===== config.mk =====
export PLATFORM = sky130hd
export DESIGN_NAME = osc_bank
export DESIGN_NICKNAME = d
export VERILOG_FILES = /design/src/rtl/osc_bank_pkg.sv /design/src/rtl/osc_bank_chan.sv /design/src/rtl/osc_bank.sv
export SDC_FILE = /design/constraint.sdc
export NUM_CORES = 1
export LEC_CHECK = 0
export BUFFER_PORTS_ARGS = -buffer_cell sky130_fd_sc_hd__buf_4
export CORE_MARGIN = 3
export CORE_UTILIZATION = 35
export DETAILED_ROUTE_END_ITERATION = 6
export GPL_TIMING_DRIVEN = 0
export PLACE_DENSITY = 0.54
export SKIP_CTS_REPAIR_TIMING = 1
export SYNTH_ARGS = -nofsm -noshare
export SYNTH_HDL_FRONTEND = slang
export SYNTH_SLANG_ARGS = --single-unit

===== constraint.sdc =====
create_clock -name clk -period 6 [get_ports clk]
set_input_delay 0 -clock clk [delete_from_list [all_inputs] [get_ports clk]]
set_output_delay 0 -clock clk [all_outputs]
set_load 0.1 [all_outputs]

===== src/rtl/osc_bank_pkg.sv =====
`default_nettype none
// ---------------------------------------------------------------------------
// osc_pkg : default oscillator bank sizing and note-index addressing enum
// Revision: 1.0
// ---------------------------------------------------------------------------
package osc_pkg;

  localparam int OSC_NUM_CH = 12;
  localparam int OSC_CNT_W  = 18;

  typedef enum logic [3:0] {
    NOTE_C  = 4'd0,
    NOTE_CS = 4'd1,
    NOTE_D  = 4'd2,
    NOTE_DS = 4'd3,
    NOTE_E  = 4'd4,
    NOTE_F  = 4'd5,
    NOTE_FS = 4'd6,
    NOTE_G  = 4'd7,
    NOTE_GS = 4'd8,
    NOTE_A  = 4'd9,
    NOTE_AS = 4'd10,
    NOTE_B  = 4'd11
  } note_e;

endpackage : osc_pkg
`default_nettype wire


===== src/rtl/osc_bank_chan.sv =====
`default_nettype none
// ---------------------------------------------------------------------------
// osc_chan : one divider channel with wrap-aligned shadow limit loading
// Revision: 1.0  (square output present only with OSC_BANK_SQ_EN)
// ---------------------------------------------------------------------------
module osc_chan
  import osc_pkg::*;
#(
  parameter int CNT_W = OSC_CNT_W
) (
  input  logic             clk,
  input  logic             n_rst,
  input  logic             en,
  input  logic             sync,
  input  logic             wr_en,
  input  logic [CNT_W-1:0] wr_data,
  output logic [CNT_W-1:0] cnt,
  output logic             wrap,
  output logic             sq
);

  logic [CNT_W-1:0] cnt_q, cnt_d;
  logic [CNT_W-1:0] lim_q, lim_d;
  logic [CNT_W-1:0] plim_q, plim_d;
  logic             pend_q, pend_d;
  logic             wrap_q, wrap_d;
  logic             at_lim;
  logic [CNT_W-1:0] load_lim;

  assign at_lim   = (cnt_q >= lim_q);
  // Limit that takes effect at a load point: a same-cycle write beats the shadow.
  assign load_lim = wr_en ? wr_data : (pend_q ? plim_q : lim_q);

  always_comb begin
    cnt_d  = cnt_q;
    lim_d  = lim_q;
    plim_d = plim_q;
    pend_d = pend_q;
    wrap_d = 1'b0;
    if (sync) begin
      cnt_d  = '0;
      pend_d = 1'b0;
      lim_d  = load_lim;
    end else if (!en) begin
      pend_d = 1'b0;
      lim_d  = load_lim;
    end else if (at_lim) begin
      cnt_d  = '0;
      wrap_d = 1'b1;
      pend_d = 1'b0;
      lim_d  = load_lim;
    end else begin
      cnt_d = cnt_q + 1'b1;
      if (wr_en) begin
        plim_d = wr_data;
        pend_d = 1'b1;
      end
    end
  end

  always_ff @(posedge clk or negedge n_rst) begin
    if (!n_rst) begin
      cnt_q  <= '0;
      lim_q  <= '0;
      plim_q <= '0;
      pend_q <= 1'b0;
      wrap_q <= 1'b0;
    end else begin
      cnt_q  <= cnt_d;
      lim_q  <= lim_d;
      plim_q <= plim_d;
      pend_q <= pend_d;
      wrap_q <= wrap_d;
    end
  end

  assign cnt  = cnt_q;
  assign wrap = wrap_q;

`ifdef OSC_BANK_SQ_EN
  logic sq_q, sq_d;

  always_comb begin
    sq_d = sq_q;
    if (sync) begin
      sq_d = 1'b0;
    end else if (en && at_lim) begin
      sq_d = ~sq_q;
    end
  end

  always_ff @(posedge clk or negedge n_rst) begin
    if (!n_rst) begin
      sq_q <= 1'b0;
    end else begin
      sq_q <= sq_d;
    end
  end

  assign sq = sq_q;
`else
  assign sq = 1'b0;
`endif

endmodule : osc_chan
`default_nettype wire


===== src/rtl/osc_bank.sv =====
`default_nettype none
// ---------------------------------------------------------------------------
// osc_bank : NUM_CH free-running divider channels with runtime limit writes
// Revision: 1.0  (square outputs enabled by OSC_BANK_SQ_EN)
// ---------------------------------------------------------------------------
module osc_bank
  import osc_pkg::*;
#(
  parameter  int NUM_CH = OSC_NUM_CH,
  parameter  int CNT_W  = OSC_CNT_W,
  localparam int ADDR_W = (NUM_CH > 1) ? $clog2(NUM_CH) : 1
) (
  input  logic                    clk,
  input  logic                    n_rst,
  input  logic [NUM_CH-1:0]       ch_en,
  input  logic                    sync,
  input  logic                    lim_wr_en,
  input  logic [ADDR_W-1:0]       lim_wr_addr,
  input  logic [CNT_W-1:0]        lim_wr_data,
  output logic [NUM_CH*CNT_W-1:0] cnt_out,
  output logic [NUM_CH-1:0]       wrap,
  output logic [NUM_CH-1:0]       sq_out
);

  // Out-of-range addresses match no channel, so such writes fall away here.
  logic [NUM_CH-1:0] wr_sel;

  always_comb begin
    wr_sel = '0;
    for (int i = 0; i < NUM_CH; i++) begin
      wr_sel[i] = lim_wr_en && (lim_wr_addr == ADDR_W'(i));
    end
  end

  for (genvar g = 0; g < NUM_CH; g++) begin : g_chan
    osc_chan #(
      .CNT_W (CNT_W)
    ) u_chan (
      .clk     (clk),
      .n_rst   (n_rst),
      .en      (ch_en[g]),
      .sync    (sync),
      .wr_en   (wr_sel[g]),
      .wr_data (lim_wr_data),
      .cnt     (cnt_out[g*CNT_W +: CNT_W]),
      .wrap    (wrap[g]),
      .sq      (sq_out[g])
    );
  end

endmodule : osc_bank
`default_nettype wire


---- After elaboration in Yosys (flattened, before gate mapping) ----
Index checks and enable logic that the tools add are counted.
word-level totals
  bits of input ports ..................... 38
  output and inout port bits .............. 240
  bits in registers ....................... 672
operators by class
  add/subtract/negate cells ............... 12
  reduce and logical (&&, ||, !) cells .... 37
  order comparisons ....................... 12
  mux-type cells .......................... 180
  bitwise logic cells ..................... 13
  eq/ne operators ......................... 35
operators with widths
  cell                   number
  $mux 18                96
  $add 18x1->18 const B  12
  $ge 18x18->1           12
  $mux 1                 84
  $ne 4x1->1 const B     12
  $reduce_and 4->1       12
  $ne 3x1->1 const B     12
  $reduce_bool 2->1      12
  $eq 4x3->1 const B     4
  $eq 4x4->1 const B     4
  $not 1->1              13
  $logic_and 1x1->1      12
  $eq 4x2->1 const B     2
  $eq 4x1->1 const B     1
  $logic_not 4->1        1

---- Logic depth before layout (Yosys ltp) ----
Gate-level depths: netlist of the first run.
  depth in word-level cells ............... 6
  mapped depth ............................ 12

---- Hierarchy ----
Synthesis of the first run repeated with hierarchy kept, for this count alone.
second synthesis, totals
  cell total of the unflattened synthesis .. 3610
  area total of the unflattened synthesis .. 38326.8 sq um
modules (own cells, without submodules)
  module                            area an instance (sq um)  cells each  times used
  osc_chan at g_chan[0].u_chan ...  3185.6                    299         11
  osc_chan at g_chan[9].u_chan      3191.8                    303         1
  osc_bank                          93.8                      18          1

---- Worst setup path before layout of the first run ----
OpenSTA, ideal clock, no wires.
  kind .................................... reg-to-reg
  from .................................... register g_chan[7].u_chan.cnt_q[7]
  to ...................................... register g_chan[7].u_chan.plim_q[10]
  stages on the path, launching flop included .. 11
  path buffers ............................ 2
  data required time ...................... 5.875 ns
  data arrival time ....................... 3.443 ns
  setup slack ............................. 2.432 ns
  cells stage by stage .................... dfrtp_1 > ha_1 > a21o_1 > a21o_1 > a21o_1 > a211o_1 > or3_4 > or2_1 > buf_6 > buf_6 > mux2_4
on the way
  cells in the longest elaborated chain, start to end .. 3
RTL lines
  element                            line                 text
  start, declared                    osc_bank_chan.sv:22  logic [CNT_W-1:0] cnt_q, cnt_d;
  start signal, assigned             osc_bank_chan.sv:69  cnt_q <= cnt_d;
  $ge 18x18->1                       osc_bank_chan.sv:30  assign at_lim = (cnt_q >= lim_q);
  $not 1->1 (no source line)         n/a
  $reduce_and 4->1 (no source line)  n/a
  end signal, assigned               osc_bank_chan.sv:71  plim_q <= plim_d;
  end, declared                      osc_bank_chan.sv:24  logic [CNT_W-1:0] plim_q, plim_d;
Every way passes these cells.
A chain may end at the register's enable or synchronous reset.

---- Worst setup path after layout of the first run ----
  from .................................... register g_chan[3].u_chan.cnt_q[9]
  to ...................................... register g_chan[3].u_chan.plim_q[11]
on the way
  cells in the longest elaborated chain, start to end .. 3
RTL lines
  element                            line
  start, declared                    osc_bank_chan.sv:22
  start signal, assigned             osc_bank_chan.sv:69
  $ge 18x18->1                       osc_bank_chan.sv:30
  $not 1->1 (no source line)         n/a
  $reduce_and 4->1 (no source line)  n/a
  end signal, assigned               osc_bank_chan.sv:71
  end, declared                      osc_bank_chan.sv:24
Every way passes these cells.

==> summary.md, run 1 <==
| Metric | Value |
|---|---|
| Mapped Cells | between 3000 and 4000 |
| Clock power frac | 40.9% |
| Most used flip-flop cell after synthesis | dfrtp_1 |
| Reg clk slew, reported paths | ~60 ps |
| Crit path max-delay family | compound AO/OA/AOI/OAI gates |
| I/O Pins | about 280 |
| DP Area | between 30000 and 40000 sq um |
| Fin area | around 43000 sq um |
| Hpwl dp | approximately 81 mm |
| Clk Tree Root Cell | clkbuf_16 |
| EDFF count, synth | 0 |
| Fin util | 42.4% |
| RSZ-0062 raised after global routing | false |
| Register area share after synthesis | between 40% and 50% |
| Die X | ~320 microns |
| Port Buffers | roughly 260 |
| Worst setup EP type | flip-flop |
| Clock skew | approximately 34 ps |
| Tot GR Track Use | about 22% |
| CP startpoint kind | flip-flop |
| Post-synth top area cell | dfrtp_1 |
| Worst-Skew Late Latency | 650 ps |
| Mapped cell area | ~35000 sq um |
| Yosys top cell area share | a little under half |
| Starting Density | approximately a third |
| WP depth | 9 |
| Comb power frac | about 16% |
| Number of global-route vias before repair | between 20000 and 30000 |
| Drt first pass iters | 5 |
| Nets | about 4200 |
| Die Y | between 300 and 400 microns |
| Area delta synth->final | 20.1% |
| Core area | roughly 100000 sq um |
| Clk sinks | roughly 670 |
| Failing checks | hold timing |
| Die area | 105000 sq um |
| Synth top cells by count | dfrtp_1 (672), inv_1 (262), nand2_1 (235), ha_1 (228), a21oi_1 (218) |
| Antenna violations before repair | 9 |
| Grt total ovfl | 0 |
| Max Clk Rate | approximately 270 MHz |
| CP required | 6530 ps |
| H-tree Lvls | 3 |
| Largest net degree at the start of global routing | between 100 and 150 |
| Switching part of the total | between 20 and 30% |
| CP Max Fanout | 10 |
| Synth warn | 0 |
| DRT iter0 DRCs | ~2300 |
| Drc violations | 0 |
| Post-synthesis cell type count | between 70 and 80 |
| TritonCTS Buffers | 80 |
| R2R cell count | 9 |
| Fin Hold WS | -9.38 ps |
| Layout cell share with drive strength beyond 1 | 17.4% |
| Final hold vios | 3 |
| Final worst path period need | about 3700 ps |
| Total Power | around 13 mW |
| Register area | between 15000 and 20000 sq um |
| FF+latch count, synth | between 600 and 700 |
| Final Routed Wirelength | 118 mm |
| Avg Inst Size Synth | about 10 sq um |
| Buf+Inv Stages, Crit Path | 1 |
| TritonCTS clock tree | done |
| Internal power | about 9.3 mW |
| First-pass GRT wire length | approximately 180 mm |
| Crit-path slowest cell | a211oi_2 |
| Worst hold path class | input port to asynchronous set/reset pin |
| Post-synth ARST share | 100% |
| Number of max-cap violations | 0 |
| Critical path's largest stage delay | slightly below 600 ps |
| Cell row count | around 120 |
| Max transition margin | ~8.0% |
| Max Root-Sink Buffers | 3 |
| Final Setup Violations | 0 |
| Leakage | about 20 nW |
| Worst Max-Slew Pin Slew | between 1000 and 1500 ps |
| CP arrival | about 4200 ps |
| Register share of total power | 43.1% |
| Detail Route Antenna Nets | 0 |
| DR WL/cell | 21.9 microns |
| Crit-path cells | ha_1 > a21oi_1 > o21ai_0 > a221o_1 > a211oi_2 > nand3_1 > nor2_4 > buf_2 > mux2_2 |
| VDD IR max | 0.183 mV |
| DR vias/cell | between 5 and 6 |
| Synth area leaders | dfrtp_1 (47%), ha_1 (8.1%), mux2_2 (6.6%) |
| CP Class | flip-flop to flip-flop |
| Area of the multi-input gates | 16800 sq um |
| Status | finished, violations left |
| Tcrit/Tclk final | 61.4% |
| Sw Pwr | between 3 and 4 mW |
| Most frequent cell after synthesis | dfrtp_1 |
| GPL Wtd Cong | about 0.85 |
| Pins Over Slew Limit | 0 |
| Pwr Density | just over 300 nW/um^2 |
| Fill cell count | between 9000 and 10000 |
| DR vias | just under 30000 |
sequential cells by signal, indices dropped and copies added, names as in the netlist:
signal                cells
g_chan.u_chan.plim_q    216
g_chan.u_chan.pend_q     12
g_chan.u_chan.wrap       12
g_chan.u_chan.cnt       216
g_chan.u_chan.lim_q     216
final cells by class:
cell class	count	share of cell area [%]
Clock inverter	36	1.30
Timing Repair Buffer	301	5.85
Antenna cell	3	0.0176
Clock buffer	110	5.45
Inverter	264	2.33
Tap cell	1357	3.99
Multi-Input combinational cell	2419	39.4
Buffer	208	2.14
Sequential cell	672	39.5
worst register-to-register path, cell delays in order (launching register included):
cell      delay, ps
dfrtp_1         490
ha_1            370
a21oi_1         150
o21ai_0          90
a221o_1         360
a211oi_2        590
nand3_1         400
nor2_4          410
buf_2           330
mux2_2          370
power by group through the flow:
stage / Sequential, mW / Combinational, mW / Clock (mW)
5_1_grt: 5.68 / 2.37 / 5.60
3_5_place_dp: 5.67 / 2.07 / 0
6_report: 5.60 / 2.08 / 5.31
3_3_place_gp: 5.67 / 2.01 / 0
2_1_floorplan: 5.64 / 1.37 / 0
4_1_cts: 5.60 / 2.09 / 5.42
stage by stage:
step           setup TNS, ps  setup WS (ps)  std cells
4_1_cts                    0           2320       5333
3_5_place_dp               0           1810       5187
2_1_floorplan              0           2430       3563
6_report                   0           2320       5370
5_1_grt                    0           2140       5367
3_3_place_gp        -2122920          -3250       5181
cell usage in the layout, fill, tap and decap left out, drive strengths merged, types with 16 or more instances in the layout:
cell type and instances:
mux2 219, clkbuf 273, clkinv 19, and3 74
ha 228, o21ai 133, inv 264, nor2 199
a22oi 20, nor2b 22, nor3b 21, o2bb2ai 18
a2bb2oi 103, o311ai 35, or2 16, dfrtp 672
nor3 41, o31ai 28, a21o 46, nor4 28
nand4 55, and2 17, nand2b 29, nand3 200
a21oi 220, dlygate4sd3 33, o22ai 211, a31oi 38
nand2 235, buf 313, or3 46
per-layer routing:
metal | global-route usage (%) | routed length, microns | share of wire [%]
met1 | 29.8 | 51700 | 44
met2 | 35.0 | 53900 | 46
met3 | 5.60 | 8140 | 6.9
met4 | 7.41 | 3850 | 3.3
met5 | 0 | 34 | 0.029
cell families after synthesis:
logic type,count (synthesis),synth area share (%)
simple gates,1006,14.2
flops,672,47.5
buf+inv,472,5.36
other cells,1,0.0106
xor+xnor,1,0.0247
compound gates,942,17.5
fa+ha+maj,228,8.05
mux,230,7.38
worst paths after layout:
| path | end | from | slack [ps] |
|---|---|---|---|
| worst max register to register | g_chan[3].u_chan.plim_q[11]$_DFFE_PN0P_ | g_chan[3].u_chan.cnt[9]$_DFFE_PN0P_ | 2320 |
| max in group asynchronous | g_chan[6].u_chan.cnt[0]$_DFFE_PN0P_ | n_rst | 4450 |
| worst min register to register | g_chan[11].u_chan.lim_q[13]$_DFFE_PN0P_ | g_chan[11].u_chan.lim_q[13]$_DFFE_PN0P_ | 490 |
| min in group clk | g_chan[1].u_chan.wrap$_DFF_PN0_ | sync | 90 |
| worst min-delay path | g_chan[10].u_chan.cnt[6]$_DFFE_PN0P_ | n_rst | -9 |
| worst max-delay path | g_chan[3].u_chan.plim_q[11]$_DFFE_PN0P_ | g_chan[3].u_chan.cnt[9]$_DFFE_PN0P_ | 2320 |
Note: power is estimated with default switching activity, not from simulation.
==> run 2: changes to the inputs <==
- ABC_AREA: default -> 1
- clock period: 6 -> 3.65 ns (I/O delays scaled with it)
==> summary.md, run 2 <==
| Metric | Value |
|---|---|
| Status | finished, violations left |
| Failing checks | hold timing, capacitance limit, slew limit |
| Synth top cells by count | nand2_1 (1773), dfrtp_1 (672), inv_1 (558), nand3_1 (322), o21ai_0 (287) |
| Register area share after synthesis | 42.5% (-4.9 points) |
| Worst hold path class | input port to flip-flop |
| Tcrit/Tclk final | 73.9% (+13 points) |
| Pins Over Slew Limit | 65 (+65) |
| Final hold vios | 14 (+11) |
| Mapped cell area | 39500 sq um (+12%) |
| Final worst path period need | 2700 ps (-985 ps) |
| DRT iter0 DRCs | 3124 (+35%) |
| DR vias/cell | 5.07 (-7.2%) |
| First-pass GRT wire length | 208 mm (+17%) |
| Core area | 111000 sq um (+11%) |
| CP Class | flip-flop to flip-flop |
| Port Buffers | 264 (+1.1%) |
| Max transition margin | -6.27% (-14 points) |
| Reg clk slew, reported paths | 60 ps (about the same) |
| Most used flip-flop cell after synthesis | dfrtp_1 |
| Max Clk Rate | 371 MHz (+37%) |
| Drc violations | 0 (unchanged) |
| Detail Route Antenna Nets | 0 (unchanged) |
| Layout cell share with drive strength beyond 1 | 12.4% (-5.0 points) |
| Antenna violations before repair | 20 (+11) |
| Avg Inst Size Synth | 7.62 sq um (-24%) |
| Yosys top cell area share | 42.5% (-4.9 points) |
| Final Setup Violations | 0 (unchanged) |
| TritonCTS clock tree | done |
| Placed Cells | 6965 (+34%) |
| Hpwl dp | 95.0 mm (+17%) |
| Die area | 117000 sq um (+11%) |
| Synth warn | 0 (unchanged) |
| Most frequent cells in the layout | nand2_1 (1773), dfrtp_1 (672), inv_1 (558) |
| Die Y | 342 microns (+5.5%) |
| Largest net degree at the start of global routing | 110 (-3.5%) |
| Fin area | 46900 sq um (+10%) |
| Worst-Skew Late Latency | 660 ps (about the same) |
| H-tree Lvls | 3 (unchanged) |
| EDFF count, synth | 0 (unchanged) |
| Clk sinks | 672 (unchanged) |
| Synth area leaders | dfrtp_1 (43%), nand2_1 (17%), ha_1 (7.2%) |
| Non-Filler Instances | 7160 (+33%) |
| Number of global-route vias before repair | 34100 (+20%) |
| Starting Density | 35.5% (+0.16 points) |
| Post-synth top area cell | dfrtp_1 |
| RSZ-0062 raised after global routing | false |
| Grt total ovfl | 0 (unchanged) |
| Most frequent cell after synthesis | nand2_1 |
| Tot GR Track Use | 23.0% (+0.80 points) |
| TritonCTS Buffers | 84 (+5.0%) |
| Fin Hold WS | -25.5 ps (-16.1 ps) |
| Worst Max-Slew Pin Slew | 1590 ps (+214 ps) |
| GPL Wtd Cong | 0.880 (+3.7%) |
| DP Area | 43700 sq um (+11%) |
| I/O Pins | 278 (unchanged) |
| Nets | 5862 (+39%) |
| Fill cell count | 11600 (+18%) |
| Final Routed Wirelength | 136 mm (+16%) |
| Number of max-cap violations | 6 (+6) |
| Max Root-Sink Buffers | 3 (unchanged) |
| Post-synthesis cell type count | 38 (-50%) |
| Mapped Cells | 5192 (+46%) |
| Clock skew | 20.4 ps (-13.4 ps) |
| Drt first pass iters | 5 (unchanged) |
| CP startpoint kind | flip-flop |
| Pwr Density | 452 nW/um^2 (+48%) |
| Leakage | 23.4 nW (+15%) |
| Post-synth ARST share | 100% (unchanged) |
| CP required | 4240 ps (-2290 ps) |
| CP Max Fanout | 10 (unchanged) |
| Clk Tree Root Cell | clkbuf_16 |
| CP arrival | 3280 ps (-930 ps) |
| Commonest non-fill, non-tap cell in the layout | nand2_1 |
| Die X | 342 microns (+5.5%) |
| Worst setup EP type | flip-flop |
| DR WL/cell | 19.0 microns (-13%) |
| Cell row count | 122 (+5.2%) |
| DR vias | 36300 (+24%) |
| FF+latch count, synth | 672 (unchanged) |
| VDD IR max | 0.307 mV (+68%) |
| Area delta synth->final | 18.5% |
## run 2: cell types whose count changed in the layout (fill, tap and decap cells not counted), sizes merged, moves of 74 or more
cell / before / now
nand2: 235 / 1798
o21ai: 133 / 336
a2bb2oi: 103 / 0
mux2: 219 / 0
and3: 74 / 0
a21oi: 220 / 73
nor2: 199 / 288
o22ai: 211 / 113
xor2: 0 / 130
inv: 264 / 580
nand3: 200 / 334
buf: 313 / 429
nand4: 55 / 269
## run 2: through the flow
step | setup slack, ps | setup TNS (ps) | utilization [%] | total power [mW]
finish | 953 | 0 | 42.1 | 21.2
global route | 734 | 0 | 42.0 | 22.1
CTS | 1220 | 0 | 41.7 | 21.3
detailed placement | 982 | 0 | 39.2 | 12.6
global placement | -5770 | -3807710 | 39.0 | 12.6
floorplan | 1130 | 0 | - | 11.2
## run 2: final timing paths
check                                                        from                                      to  slack [ps]  cells after the start
max                          g_chan[8].u_chan.cnt[11]$_DFFE_PN0P_  g_chan[8].u_chan.plim_q[2]$_DFFE_PN0P_         950                     12
min                                                lim_wr_addr[2]  g_chan[8].u_chan.plim_q[6]$_DFFE_PN0P_         -30                      7
max reg2reg                  g_chan[8].u_chan.cnt[11]$_DFFE_PN0P_  g_chan[8].u_chan.plim_q[2]$_DFFE_PN0P_         950                     12
min reg2reg                g_chan[2].u_chan.lim_q[14]$_DFFE_PN0P_  g_chan[2].u_chan.lim_q[14]$_DFFE_PN0P_         470                      2
max in group asynchronous                                   n_rst     g_chan[9].u_chan.cnt[0]$_DFFE_PN0P_        1650                      5
min in group asynchronous                                   n_rst    g_chan[11].u_chan.cnt[9]$_DFFE_PN0P_         -10                      2
## run 2: logic make-up (layout without fill, tap and decap cells)
group                    after synthesis  in the layout  share of synthesized area (%)
adder cells (fa/ha/maj)              228            228                           7.21
AND/OR/NAND/NOR                     2756           2756                           30.5
XOR/XNOR                             152            152                           3.37
flip-flops                           672            672                           42.5
buffers and inverters                834           1292                           8.88
AO/OA/AOI/OAI                        549            549                           7.48
other                                  1             23                        0.00948
## run 2: final cells by class
cell class	instances	area (sq um)	share of cell area [%]
Tap cell	1488	1860	3.97
Timing Repair Buffer	307	2550	5.44
Clock inverter	20	181	0.387
Multi-Input combinational cell	3697	19300	41.1
Antenna cell	11	27.5	0.0587
Clock buffer	131	2640	5.64
Inverter	581	2190	4.68
Sequential cell	672	16800	35.9
Buffer	253	1340	2.86
## run 2: metal layers
| layer | wire, microns | GRT usage, % | up-vias |
|---|---|---|---|
| met3 | 10400 | 5.53 | 225 |
| li1 | - | - | 17700 |
| met5 | 80 | 0 | - |
| met2 | 60800 | 35.5 | 1156 |
| met4 | 4100 | 6.88 | 12 |
| met1 | 61000 | 31.8 | 17200 |
## run 2: power by group
part	total (mW)	switching, mW	internal, mW
sequential	8.15	0.283	7.87
combinational	4.43	3.27	1.15
clock	8.60	3.44	5.16
## run 2: critical path, cell delays in order, from the launching register on
cell and delay [ps]:
dfrtp_1 470, ha_1 340, nand2_1 70, nand2_1 50, nand2_1 50, nand2_1 60
a21oi_1 160, nand2_1 110, nor2_4 190, clkbuf_1 360, nand4_1 140, nand2_1 90
dlygate4sd3_1 540
